$ cat src/rtl/multi_channel_clock_divider.sv
// NUM_CH independent programmable dividers of CLK_50_MHz. Each channel has a
// near-50% divided clock and a last-cycle tick. The divisor is swapped only at period boundaries.
module multi_channel_clock_divider #(
    parameter int NUM_CH      = 4,
    parameter int CNT_W       = 19,
    parameter int DEFAULT_DIV = 500000,
    parameter int CH_W        = (NUM_CH > 1) ? $clog2(NUM_CH) : 1
) (
    input  logic              CLK_50_MHz,
    input  logic              reset,
    input  logic [NUM_CH-1:0] en,
    input  logic              sync_restart,
    input  logic              div_valid,
    input  logic [CH_W-1:0]   div_ch,
    input  logic [CNT_W-1:0]  div_in,
    output logic              div_ready,
    output logic [NUM_CH-1:0] clk_out,
    output logic [NUM_CH-1:0] tick
);

    localparam logic [CNT_W-1:0] DEF_P    = CNT_W'(DEFAULT_DIV);
    localparam logic [CNT_W-1:0] ONE      = CNT_W'(1);
    localparam logic [CNT_W-1:0] MIN_P    = CNT_W'(2);
    localparam logic [CH_W:0]    NUM_CH_W = (CH_W + 1)'(NUM_CH);

    logic [CNT_W-1:0]  cnt_q  [NUM_CH];
    logic [CNT_W-1:0]  cnt_d  [NUM_CH];
    logic [CNT_W-1:0]  p_q    [NUM_CH];
    logic [CNT_W-1:0]  p_d    [NUM_CH];
    logic [CNT_W-1:0]  pdiv_q [NUM_CH];
    logic [CNT_W-1:0]  pdiv_d [NUM_CH];
    logic [CNT_W-1:0]  cnt_inc_s [NUM_CH];
    logic [NUM_CH-1:0] run_q, run_d;
    logic [NUM_CH-1:0] pend_q, pend_d;
    logic [NUM_CH-1:0] clk_q, clk_d;
    logic [NUM_CH-1:0] tick_q, tick_d;
    logic [NUM_CH-1:0] wrap_s, apply_s;
    logic              ch_ok_s, accept_s;

    function automatic logic [CNT_W-1:0] clamp_div(input logic [CNT_W-1:0] v);
        if (v < MIN_P) begin
            return MIN_P;
        end else begin
            return v;
        end
    endfunction

    // Write handshake: out-of-range channels are always ready and the write is dropped
    always_comb begin
        ch_ok_s = ({1'b0, div_ch} < NUM_CH_W);
        if (ch_ok_s) begin
            div_ready = ~pend_q[div_ch];
        end else begin
            div_ready = 1'b1;
        end
        accept_s = div_valid & div_ready & ch_ok_s;
    end

    // Per-channel next state; a pending divisor lands on any edge that starts a new period
    always_comb begin
        for (int i = 0; i < NUM_CH; i++) begin
            cnt_inc_s[i] = cnt_q[i] + ONE;
            wrap_s[i]    = (cnt_q[i] == (p_q[i] - ONE));
            apply_s[i]   = pend_q[i] & (~en[i] | ~run_q[i] | sync_restart | wrap_s[i]);
            cnt_d[i]     = cnt_q[i];
            run_d[i]     = run_q[i];
            clk_d[i]     = clk_q[i];
            tick_d[i]    = tick_q[i];
            p_d[i]       = p_q[i];
            pdiv_d[i]    = pdiv_q[i];
            pend_d[i]    = pend_q[i];

            if (apply_s[i]) begin
                p_d[i]    = pdiv_q[i];
                pend_d[i] = 1'b0;
            end else begin
                p_d[i]    = p_q[i];
            end

            // Accept never coincides with apply: it needs pend_q low for this channel
            if (accept_s && (div_ch == CH_W'(i))) begin
                pdiv_d[i] = clamp_div(div_in);
                pend_d[i] = 1'b1;
            end else begin
                pdiv_d[i] = pdiv_q[i];
            end

            if (!en[i]) begin
                run_d[i]  = 1'b0;
                cnt_d[i]  = '0;
                clk_d[i]  = 1'b0;
                tick_d[i] = 1'b0;
            end else if (!run_q[i] || sync_restart) begin
                run_d[i]  = 1'b1;
                cnt_d[i]  = '0;
                clk_d[i]  = 1'b1;
                tick_d[i] = 1'b0;
            end else if (wrap_s[i]) begin
                cnt_d[i]  = '0;
                clk_d[i]  = 1'b1;
                tick_d[i] = 1'b0;
            end else begin
                cnt_d[i]  = cnt_inc_s[i];
                clk_d[i]  = (cnt_inc_s[i] < (p_q[i] >> 1));
                tick_d[i] = (cnt_inc_s[i] == (p_q[i] - ONE));
            end
        end
    end

    // Channel state registers
    always_ff @(posedge CLK_50_MHz or posedge reset) begin
        if (reset) begin
            for (int i = 0; i < NUM_CH; i++) begin
                cnt_q[i]  <= '0;
                p_q[i]    <= DEF_P;
                pdiv_q[i] <= DEF_P;
            end
            run_q  <= '0;
            pend_q <= '0;
            clk_q  <= '0;
            tick_q <= '0;
        end else begin
            for (int i = 0; i < NUM_CH; i++) begin
                cnt_q[i]  <= cnt_d[i];
                p_q[i]    <= p_d[i];
                pdiv_q[i] <= pdiv_d[i];
            end
            run_q  <= run_d;
            pend_q <= pend_d;
            clk_q  <= clk_d;
            tick_q <= tick_d;
        end
    end

    assign clk_out = clk_q;
    assign tick    = tick_q;

endmodule

$ cat config.mk
export PLATFORM = sky130hd
export DESIGN_NAME = multi_channel_clock_divider
export DESIGN_NICKNAME = d
export VERILOG_FILES = /design/src/rtl/multi_channel_clock_divider.sv
export SDC_FILE = /design/constraint.sdc
export NUM_CORES = 1
export LEC_CHECK = 0
export ABC_CLOCK_PERIOD_IN_PS = 10100
export CORE_MARGIN = 1
export CORE_UTILIZATION = 40
export CTS_BUF_LIST = sky130_fd_sc_hd__clkbuf_16
export DETAILED_ROUTE_END_ITERATION = 8
export PLACE_DENSITY = 0.66
export SETUP_SLACK_MARGIN = 0.05
export SYNTH_ARGS = -nofsm -noshare
export SYNTH_HDL_FRONTEND = slang
export SYNTH_SLANG_ARGS = --single-unit
$ cat constraint.sdc
create_clock -name CLK_50_MHz -period 10.1 [get_ports CLK_50_MHz]
set_clock_uncertainty 0.15 [all_clocks]
set_input_delay 2.02 -clock CLK_50_MHz [delete_from_list [all_inputs] [get_ports CLK_50_MHz]]
set_output_delay 2.02 -clock CLK_50_MHz [all_outputs]
set_load 0.02 [all_outputs]
==> reports/summary.log, run 1 <==
qor: clock_network.htree_levels 1
qor: detailed_routing.initialDrtViolationCount 636
qor: cells_and_area.final_layout_size_suffix_gt1_frac 0.152
qor: synth.post_synthesis_sequential_area_ratio 0.387
qor: timing.rsz0062_at_grt no
qor: global_routing.grt_antenna_before_repair 3
qor: placed_design.port-buffer-count 37
qor: timing.timing.fmax 165 MHz
qor: floorplan.rows 72
qor: detailed_routing.remaining_drc_errors 0
qor: detailed_routing.viasPerCell 5.38
qor: detailed_routing.route.detailed.wl_per_inst 17.0 µm
qor: worst_setup_path.cp_max_fo 6
qor: synth.share_of_yosys_cell_area_claimed_by_the_top_area_cell_type 0.295
qor: detailed_routing.count_of_antenna_violating_nets_left_after_detailed_routing 0
qor: floorplan.fp.dieW 202 µm
qor: floorplan.die_height 202 µm
qor: synth.synth_area 15900 µm²
qor: hold_path.min-delay-start pdiv_q[24]
qor: worst_setup_path.startpoint_type input port
qor: synth.synth-warning-count 0
qor: power.leakagePower 7.83 nW
qor: cells_and_area.layout.cell_area.non_filler 17600 µm²
qor: cells_and_area.finish.utilization 0.451
qor: worst_setup_path.arrival 3.91 ns
qor: clock_network.hold_buffers 0
qor: synth.postSynthCellCount 1644
qor: global_routing.grtUsageTotal 0.185
qor: worst_setup_path.setup.worst_path.end_class output port
qor: synth.synth_ff_type dfrtp_1
qor: hold_path.min_path_type reg2reg
qor: cells_and_area.area_delta_synth_final 10.3%
qor: clock_network.worstSkewPairLatency 0.55 ns
qor: synth.synth_nets 1749
qor: flow_run.cap_viol_max_count 0
qor: clock_network.post_cts.repair.setup_buffers 0
qor: synth.ys_seq_elements 244
qor: timing.setup_viol 0
qor: worst_setup_path.setup.worst_path.start div_ch[1]
qor: placed_design.place_congestion 0.926
qor: clock_network.cts.clk_slew.worst_paths 0.06 ns
qor: status.status finished clean
qor: clock_network.clk_root_buffer_cell clkbuf_16
qor: cells_and_area.layoutNonFillerInstCount 2185
qor: timing.finalWorstSetupSlack 4.02 ns
qor: timing.timing.final.max_slew_violations 0
qor: timing.report.final.hold_viol_count 0
qor: synth.post-synth-top-area-cell dfrtp_1
qor: detailed_routing.dr_total_vias 11758
qor: detailed_routing.routed_wl 37200 µm
qor: timing.tightest_slew 1.05 ns
qor: synth.synth-edff-count 0
qor: timing.layout_min_cycle_time 6.08 ns
qor: power.power.density 205 nW/µm²
qor: floorplan.count_of_boundary_i_o_pins 38
qor: detailed_routing.first_pass_iters 5
qor: placed_design.place_ws 3.99 ns
qor: timing.setup-tns-final 0 ns
qor: timing.period_share 0.602
qor: synth.synth.avg_cell_area 9.70 µm²
qor: global_routing.grt_start_max_net_pins 111
qor: synth.post_synth_num_cell_types 74
qor: clock_network.clock_sinks 244
qor: placed_design.dp_hpwl 27700 µm
qor: power.worst_ir_drop_vdd 0.169 mV
qor: synth.asyncSetResetFlopFracSynth 1.00
qor: global_routing.grt_overflow 0
qor: floorplan.placeableCoreArea 39000 µm²
qor: clock_network.ctsLongestPathBuffers 3
qor: placed_design.place_area 16700 µm²
qor: floorplan.initial_utilization 0.409
qor: clock_network.tritoncts.num_buffers 27
qor: synth.synthMostInstantiatedCell dfrtp_1
qor: worst_setup_path.worst_ep_required_time 7.93 ns
qor: cells_and_area.finish.net_count 1751
qor: floorplan.fp.dieArea 40700 µm²
qor: global_routing.number_of_global_route_vias_before_repair 11956
qor: worst_setup_path.crit_type in2out
qor: placed_design.numPlacedInstances 2135
qor: synth.synth_commonest_cells 188 x dfrtp_1, 169 x xnor2_1, 141 x inv_1
qor: clock_network.cts_resized 0
qor: synth.synth.top_cells.by_area dfrtp_1 30%, xnor2_1 9.3%, dfstp_2 9.2%
qor: timing.timing.max_slew.rel_slack 0.296
qor: global_routing.grt_first_pass_wirelength 62200 µm
qor: worst_setup_path.crit-reg2reg-launch p_q[48]
qor: clock_network.tritoncts built
[where the power goes]
group	internal (mW)	leakage [nW]	switching (mW)
combinational	0.587	4.41	0.600
sequential	1.21	3.01	0.263
clock	0.519	0.409	0.417
[worst max-delay path: stages]
cell and delay (ns):
clkdlybuf4s50_1 0.58, o21ai_0 0.12, o21ai_0 0.47, clkdlybuf4s50_1 0.72
[sequential cells by signal (all words and copies together), names as in the netlist]
signal and count:
cnt_q 76, pdiv_q 76, tick 4, clk_out 4, pend_q 4, p_q 76, run_q 4
[final timing paths]
| check | slack (ns) | endpoint | cells after the start |
|---|---|---|---|
| worst min register to register | 0.31 | pdiv_q[24] | 2 |
| worst max register to register | 5.41 | p_q[44] | 8 |
| max in group asynchronous | 6.44 | cnt_q[44] | 3 |
| worst max-delay path | 4.02 | div_ready | 4 |
| worst min-delay path | 0.31 | pdiv_q[24] | 2 |
| min in group asynchronous | 1.87 | cnt_q[32] | 2 |
[stage by stage]
step / total power [mW] / hold WS (ns)
final: 3.60 / 0.309
after global routing: 3.83 / 0.336
after CTS: 3.62 / 0.313
after detailed placement: 2.66 / 0.303
after global placement: 2.62 / 0.304
after floorplan: 2.38 / 0.288
[cells by family (layout without fill, tap and decap cells)]
kind of cell / Yosys count / after routing / share of synthesized area
fa+ha+maj: 76 / 76 / 0.0597
compound gates: 179 / 179 / 0.0756
simple gates: 541 / 541 / 0.180
mux: 140 / 140 / 0.100
buf+inv: 211 / 233 / 0.0517
flops: 244 / 244 / 0.387
other cells: 0 / 1 / 0
xor+xnor: 253 / 253 / 0.145
[layer usage]
| layer | vias to the layer above | routed length [µm] | track usage |
|---|---|---|---|
| li1 | 5691 | - | - |
| met1 | 5818 | 17000 | 0.246 |
| met2 | 208 | 17900 | 0.315 |
| met3 | 41 | 1760 | 0.0301 |
| met4 | 0 | 565 | 0.0444 |
| met5 | - | 0 | 0 |
[area by class of cell]
cell class                      instances  area, µm²
Sequential cell                       244       6180
Antenna cell                            1       2.50
Fill cell                            3672      21400
Tap cell                              518        648
Multi-Input combinational cell       1189       8950
Inverter                              141        537
Clock buffer                           27        676
Timing Repair Buffer                   43        415
Clock inverter                         22        168
[cells in the final DEF, fill, tap and decap left out, drive strengths merged, types with 6 or more instances in the layout]
cell type,Yosys,final
or4,14,14
mux2,127,127
nand4,44,44
nor3,31,31
nor2b,33,33
a211oi,8,8
a31oi,10,10
dfrtp,188,188
nor4,37,37
a21o,18,18
nand3,52,52
or3,17,17
o21ai,47,47
dfstp,56,56
nand2,119,119
o31ai,7,7
o211ai,11,11
and4,14,14
nand2b,7,7
clkbuf,55,27
clkdlybuf4s50,0,37
xor2,77,77
xnor3,7,7
xnor2,169,169
mux2i,13,13
a21oi,27,27
clkinv,0,10
and3,25,25
ha,76,76
nor2,99,99
buf,15,6
and2,28,28
inv,141,147
Power figures use the tool's default switching activity.
==> inputs of run 2 (changes only) <==
--- a/config.mk
+++ b/config.mk
@@ -5,12 +5,12 @@
 export SDC_FILE = /design/constraint.sdc
 export NUM_CORES = 1
 export LEC_CHECK = 0
-export ABC_CLOCK_PERIOD_IN_PS = 10100
+export ABC_CLOCK_PERIOD_IN_PS = 5250
 export CORE_MARGIN = 1
 export CORE_UTILIZATION = 40
 export CTS_BUF_LIST = sky130_fd_sc_hd__clkbuf_16
 export DETAILED_ROUTE_END_ITERATION = 8
-export PLACE_DENSITY = 0.66
+export PLACE_DENSITY = 0.68
 export SETUP_SLACK_MARGIN = 0.05
 export SYNTH_ARGS = -nofsm -noshare
 export SYNTH_HDL_FRONTEND = slang
==> constraint.sdc (replaced) <==
create_clock -name CLK_50_MHz -period 5.25 [get_ports CLK_50_MHz]
set_clock_uncertainty 0.15 [all_clocks]
set_input_delay 1.05 -clock CLK_50_MHz [delete_from_list [all_inputs] [get_ports CLK_50_MHz]]
set_output_delay 1.05 -clock CLK_50_MHz [all_outputs]
set_load 0.02 [all_outputs]
==> run 2 against run 1 <==
Compared with the run above:
- sequential share of layout area shrank 0.21 points
- final cell count grew 0.23%
- core utilization grew 0.27 points
==> reports/summary.log, run 2 (same netlist as run 1, synthesis figures left out) <==
qor: status.status finished clean
qor: placed_design.numPlacedInstances 2140 [+0.23%]
qor: floorplan.initial_utilization 0.409 [unchanged]
qor: placed_design.place_congestion 0.900 [-2.8%]
qor: power.net-switching-power 2.46 mW [+92%]
qor: power.p_sw_frac 0.348 [-0.00756]
qor: worst_setup_path.arrival 4.83 ns [+0.92 ns]
qor: worst_setup_path.setup.worst_path.end_class flop
qor: power.power.density 400 nW/µm² [+95%]
qor: power.share_comb_of_total_power 0.329 [about the same]
qor: global_routing.grtUsageTotal 0.189 [+0.00325]
qor: cells_and_area.top_regs cnt_q (76), p_q (76), pdiv_q (76)
qor: global_routing.grt_overflow 0 [unchanged]
qor: clock_network.tritoncts.num_buffers 27 [unchanged]
qor: detailed_routing.dr_total_vias 11716 [-0.36%]
qor: cells_and_area.finish.net_count 1756 [+0.29%]
qor: floorplan.count_of_boundary_i_o_pins 38 [unchanged]
qor: power.power.share.sequential 0.399 [-0.011]
qor: detailed_routing.viasPerCell 5.35 [-0.58%]
qor: clock_network.cts.clk_slew.worst_paths 0.06 ns [about the same]
qor: timing.timing.final.max_slew_violations 0 [unchanged]
qor: power.p_total 7.07 mW [+97%]
qor: worst_setup_path.endpoint p_q[41]
qor: cells_and_area.layoutNonFillerInstCount 2190 [+0.23%]
qor: worst_setup_path.cp_max_fo 22 [+16]
qor: clock_network.post_cts.repair.setup_buffers 0 [unchanged]
qor: hold_path.min_path_type reg2reg
qor: power.worst_ir_drop_vdd 0.306 mV [+82%]
qor: global_routing.grt_start_max_net_pins 166 [+50%]
qor: timing.setup_viol 0 [unchanged]
qor: power.cell_internal_pwr 4.61 mW [+99%]
qor: cells_and_area.finish.utilization 0.453 [+0.00269]
qor: timing.layout_min_cycle_time 4.55 ns
qor: cells_and_area.n_fill_cell 3664 [-0.22%]
qor: clock_network.cts_resized 0 [unchanged]
qor: timing.rsz0062_at_grt no
qor: global_routing.grt_antenna_before_repair 3 [unchanged]
qor: worst_setup_path.r2r_setup_slack 0.70 ns [-4.71 ns]
qor: floorplan.fp.dieW 202 µm [unchanged]
qor: timing.timing.max_slew.rel_slack 0.326 [+0.0301]
qor: detailed_routing.initialDrtViolationCount 653 [+2.7%]
qor: global_routing.grt_first_pass_wirelength 62800 µm [+1.0%]
qor: placed_design.place_ws 0.759 ns [-3.24 ns]
qor: worst_setup_path.worst_ep_required_time 5.53 ns [-2.40 ns]
qor: placed_design.port-buffer-count 37 [unchanged]
qor: cells_and_area.final_layout_size_suffix_gt1_frac 0.154 [+0.00254]
qor: clock_network.hold_buffers 0 [unchanged]
qor: cells_and_area.area_delta_synth_final 10.9%
qor: timing.tightest_slew 1.01 ns [-0.0364 ns]
qor: floorplan.rows 72 [unchanged]
qor: floorplan.die_height 202 µm [unchanged]
qor: floorplan.fp.dieArea 40700 µm² [unchanged]
qor: clock_network.tritoncts built
qor: detailed_routing.count_of_antenna_violating_nets_left_after_detailed_routing 0 [unchanged]
qor: timing.period_share 0.867
qor: global_routing.number_of_global_route_vias_before_repair 11833 [-1.0%]
qor: flow_run.cap_viol_max_count 0 [unchanged]
qor: cells_and_area.layout.cell_area.non_filler 17700 µm² [+0.60%]
qor: worst_setup_path.rr_worst_depth 8 [unchanged]
qor: detailed_routing.routed_wl 37800 µm [+1.6%]
qor: worst_setup_path.startpoint_type flop
qor: floorplan.placeableCoreArea 39000 µm² [unchanged]
qor: clock_network.htree_levels 1 [unchanged]
qor: power.leakagePower 7.89 nW [+0.77%]
qor: clock_network.ctsLongestPathBuffers 3 [unchanged]
qor: cells_and_area.most-common-layout-cells 188 x dfrtp_1, 169 x xnor2_1, 144 x inv_1
qor: detailed_routing.first_pass_iters 5 [unchanged]
qor: clock_network.clk_root_buffer_cell clkbuf_16
qor: cells_and_area.most_frequent_standard_cell_in_the_layout_excluding_fill_and_tap_cells dfrtp_1
qor: detailed_routing.route.detailed.wl_per_inst 17.2 µm [+1.4%]
qor: clock_network.worstSkewPairLatency 0.55 ns [about the same]
qor: placed_design.dp_hpwl 28700 µm [+3.8%]
qor: timing.finalWorstSetupSlack 0.700 ns [-3.32 ns]
qor: detailed_routing.remaining_drc_errors 0 [unchanged]
qor: timing.setup-tns-final 0 ns [unchanged]
qor: clock_network.clock_sinks 244 [unchanged]
qor: timing.hold-worst-slack 0.314 ns [+0.00467 ns]
qor: power.p_clk_frac 0.272 [+0.012]
qor: worst_setup_path.setup.worst_path.start p_q[44]
qor: worst_setup_path.worstReg2RegEnd p_q[41]
qor: timing.timing.fmax 220 MHz
qor: placed_design.place_area 16800 µm² [+0.28%]
qor: timing.report.final.hold_viol_count 0 [unchanged]
qor: worst_setup_path.crit_type reg2reg
qor: worst_setup_path.crit-reg2reg-launch p_q[44]
-- run 2: worst min path at each step --
stage / startpoint / to / slack, ns / cells after the start
floorplan: pdiv_q[24] / pdiv_q[24] / 0.29 / 2
global placement: pdiv_q[34] / pdiv_q[34] / 0.31 / 2
detailed placement: pdiv_q[34] / pdiv_q[34] / 0.31 / 2
CTS: pdiv_q[34] / pdiv_q[34] / 0.32 / 2
global route: pdiv_q[27] / pdiv_q[27] / 0.34 / 2
finish: pdiv_q[34] / pdiv_q[34] / 0.31 / 2
-- run 2: area by class of cell --
class                           instances  area, µm²  area share
Multi-Input combinational cell       1189       8950       0.506
Tap cell                              518        648      0.0367
Clock inverter                         22        226      0.0128
Clock buffer                           27        676      0.0382
Timing Repair Buffer                   48        465      0.0263
Antenna cell                            1       2.50    0.000142
Sequential cell                       244       6180       0.349
Inverter                              141        533      0.0302
-- run 2: worst max-delay path, cell delays in order (launching register included) --
cell and delay [ns]:
dfrtp_1 0.46, nor4_2 0.80, nand4_1 0.32, o31ai_1 0.34, o2111ai_1 0.18, or4_1 0.55, o21a_1 0.44, nand2b_1 0.69
mux2_2 0.49
-- run 2: power groups by stage --
| stage | Clock [mW] | Combinational, mW | Sequential (mW) |
|---|---|---|---|
| after floorplan | 0 | 1.99 | 2.59 |
| after global placement | 0 | 2.26 | 2.83 |
| after detailed placement | 0 | 2.31 | 2.85 |
| after CTS | 1.98 | 2.33 | 2.82 |
| after global routing | 2.05 | 2.58 | 2.89 |
| final | 1.93 | 2.32 | 2.82 |
-- run 2: per-layer routing --
metal,GRT usage,vias up,part of all wire
met5,0,-,0.00061
met4,0.0487,4,0.022
met1,0.247,5736,0.44
met3,0.0305,49,0.047
li1,-,5702,-
met2,0.323,225,0.49
==> patch: new RTL, settings of run 1 <==
Change the parameter `DEFAULT_DIV` from 500000 to 375000.
--- a/src/rtl/multi_channel_clock_divider.sv
+++ b/src/rtl/multi_channel_clock_divider.sv
@@ -3,7 +3,7 @@
 module multi_channel_clock_divider #(
     parameter int NUM_CH      = 4,
     parameter int CNT_W       = 19,
-    parameter int DEFAULT_DIV = 500000,
+    parameter int DEFAULT_DIV = 375000,
     parameter int CH_W        = (NUM_CH > 1) ? $clog2(NUM_CH) : 1
 ) (
     input  logic              CLK_50_MHz,
Formal check against the unedited RTL: no difference found for any inputs over 4 cycles, from zero or initial values and one cycle with reset high; that may be too few to reach the edited logic, so the function may still have changed.
==> patch against run 1 <==
Synthesized cell count stayed put; total power up 3.0%; non-clock buffer count is the same; setup slack got worse by 0.034 ns; wire length up 1.4%; sequential cell count did not move; area after synthesis grew 0.19%; hold slack is essentially flat; cell area rose by 0.62%; critical path type unchanged; critical endpoint unchanged.
==> patch: results (changes against run 1) <==
- VDD IR max: 0.159 mV (-5.5%)
- HPWL Detailed: 28100 um (+1.4%)
- WHS Path Cells: 2 (unchanged)
- Setup Fix Bufs, Post-CTS: 0 (unchanged)
- Synthesis Warnings: 0 (unchanged)
- Vias in the first global route: 12200 (+2.3%)
- Drt initial violations: 653 (+2.7%)
- Sequential cell area fraction in the yosys report: 38.9% (+0.12 points)
- GPL Wtd Cong: 0.912 (-1.5%)
- First-pass GRT wire length: 62800 um (+1.1%)
- Yosys cell types: 74 (unchanged)
- Dpl cells: 2135 (unchanged)
- Later-pin clock latency in the skew report: 0.56 ns
- Final Non-Filler Cells: 2187 (+0.092%)
- Synth Flop Type: dfrtp_1
- Worst reg2reg path depth: 10 (+2)
- Max FO, Critical Path: 6 (unchanged)
- Nets: 1751 (unchanged)
- Vias post-DR: 11800 (+0.53%)
- Total track usage: 18.8% (+0.25 points)
- Largest net degree at the start of global routing: 132 (+19%)
- Row count: 72 (unchanged)
- Post-CTS resize count: 0 (unchanged)
- Arrival time at the worst endpoint: 3.94 ns (+0.03 ns)
- Fillers: 3663 (-0.25%)
- Hold crit path type: flop to flop
- Drt pass-1 iters: 5 (unchanged)
- Worst relative slew slack: 26.7% (-2.9 points)
- Final wirelength: 37700 um (+1.4%)
- Initial antenna violation count: 2 (-1)
- Port-buffer cells: 37 (unchanged)
- TritonCTS buffer count: 27 (unchanged)
- Layout cells sized above 1: 16.5% (+1.3 points)
- Post-synth top cells: xnor2_1 (169), dfrtp_1 (164), inv_1 (141), nand2_1 (118), mux2_2 (114)
- CTS root buffer: clkbuf_16
- Status: completed
- Pleak: 7.85 nW (+0.27%)
- CTS H-tree lvls: 1 (unchanged)
- CTS max path bufs: 3 (unchanged)
- Syn Area/Cell: 9.71 um2 (+0.19%)
- Syn nets: 1749 (unchanged)
- Largest regs: cnt_q x76, p_q x76, pdiv_q x76
- Synth top area cells: dfrtp_1 (26%), dfstp_2 (13%), xnor2_1 (9.3%)
- Ys async rst share: 100% (unchanged)
- CTS clk-pin slew, worst paths: 0.06 ns (about the same)
## patch: changes by cell type in the layout (fill, tap and decap cells not counted), sizes merged
cell	run 1	this run
diode	1	2
clkinvlp	5	2
bufinv	1	4
dfstp	56	80
clkinv	10	7
dfrtp	188	164
clkbuf	27	28
inv	147	150
## patch: cell type report
| cell class | instances | area, um2 | area share (%) |
|---|---|---|---|
| diodes | 2 | 5.00 | 0.0283 |
| clock inverters | 22 | 219 | 1.24 |
| inverters | 141 | 537 | 3.04 |
| clock buffers | 28 | 701 | 3.96 |
| repair buffers | 43 | 415 | 2.35 |
| flip-flops and latches | 244 | 6210 | 35.1 |
| multi-input cells | 1189 | 8950 | 50.6 |
| well taps | 518 | 648 | 3.67 |
## patch: path summary, 6_finish.rpt
path / start / end / slack [ns]
worst min-delay path: pdiv_q[25]$_DFFE_PP1P_ / pdiv_q[25]$_DFFE_PP1P_ / 0.31
min in group asynchronous: reset / cnt_q[35]$_DFF_PP0_ / 1.92
max in group asynchronous: reset / pdiv_q[27]$_DFFE_PP0P_ / 6.53
worst min register to register: pdiv_q[25]$_DFFE_PP1P_ / pdiv_q[25]$_DFFE_PP1P_ / 0.31
worst max-delay path: div_ch[1] / div_ready / 3.99
worst max register to register: p_q[38]$_DFFE_PP0P_ / p_q[43]$_DFFE_PP0P_ / 5.41
## patch: power by group
part	leakage [nW]	internal, mW	switching, mW	total, mW
Clock	0.469	0.605	0.412	1.02
Combinational	4.41	0.588	0.605	1.19
Sequential	2.97	1.23	0.261	1.49
Total	7.85	2.42	1.28	3.70
## patch: kinds of logic (layout without fill, tap and decap cells)
family	Yosys count	after routing	share of synthesized area (%)
AO/OA/AOI/OAI	179	179	7.55
XOR/XNOR	253	253	14.5
adder cells (fa/ha/maj)	76	76	5.95
buffers and inverters	211	234	5.16
flip-flops	244	244	38.9
multiplexers	140	140	10.0
other	0	2	0
AND/OR/NAND/NOR	541	541	18.0
## patch: worst max-delay path: stages
cell             delay, ns
clkdlybuf4s50_1       0.58
o21ai_0               0.11
o21ai_0               0.49
clkdlybuf4s50_1       0.73
## patch: through the flow
| stage | total power, mW | utilization, % | area, um2 | setup WS, ns |
|---|---|---|---|---|
| 6_report | 3.70 | 45.3 | 17700 | 3.99 |
| 5_1_grt | 3.94 | 45.3 | 17700 | 3.92 |
| 4_1_cts | 3.73 | 45.3 | 17700 | 4.00 |
| 3_5_place_dp | 2.69 | 43.0 | 16800 | 4.00 |
| 3_3_place_gp | 2.65 | 43.0 | 16800 | 3.96 |
| 2_1_floorplan | 2.40 | - | 16000 | 1.36 |
## patch: routing by layer
metal	global-route usage, %	wire length, um
met1	24.6	17100
met2	32.1	18300
met3	2.76	1480
met4	5.60	813
met5	0	0
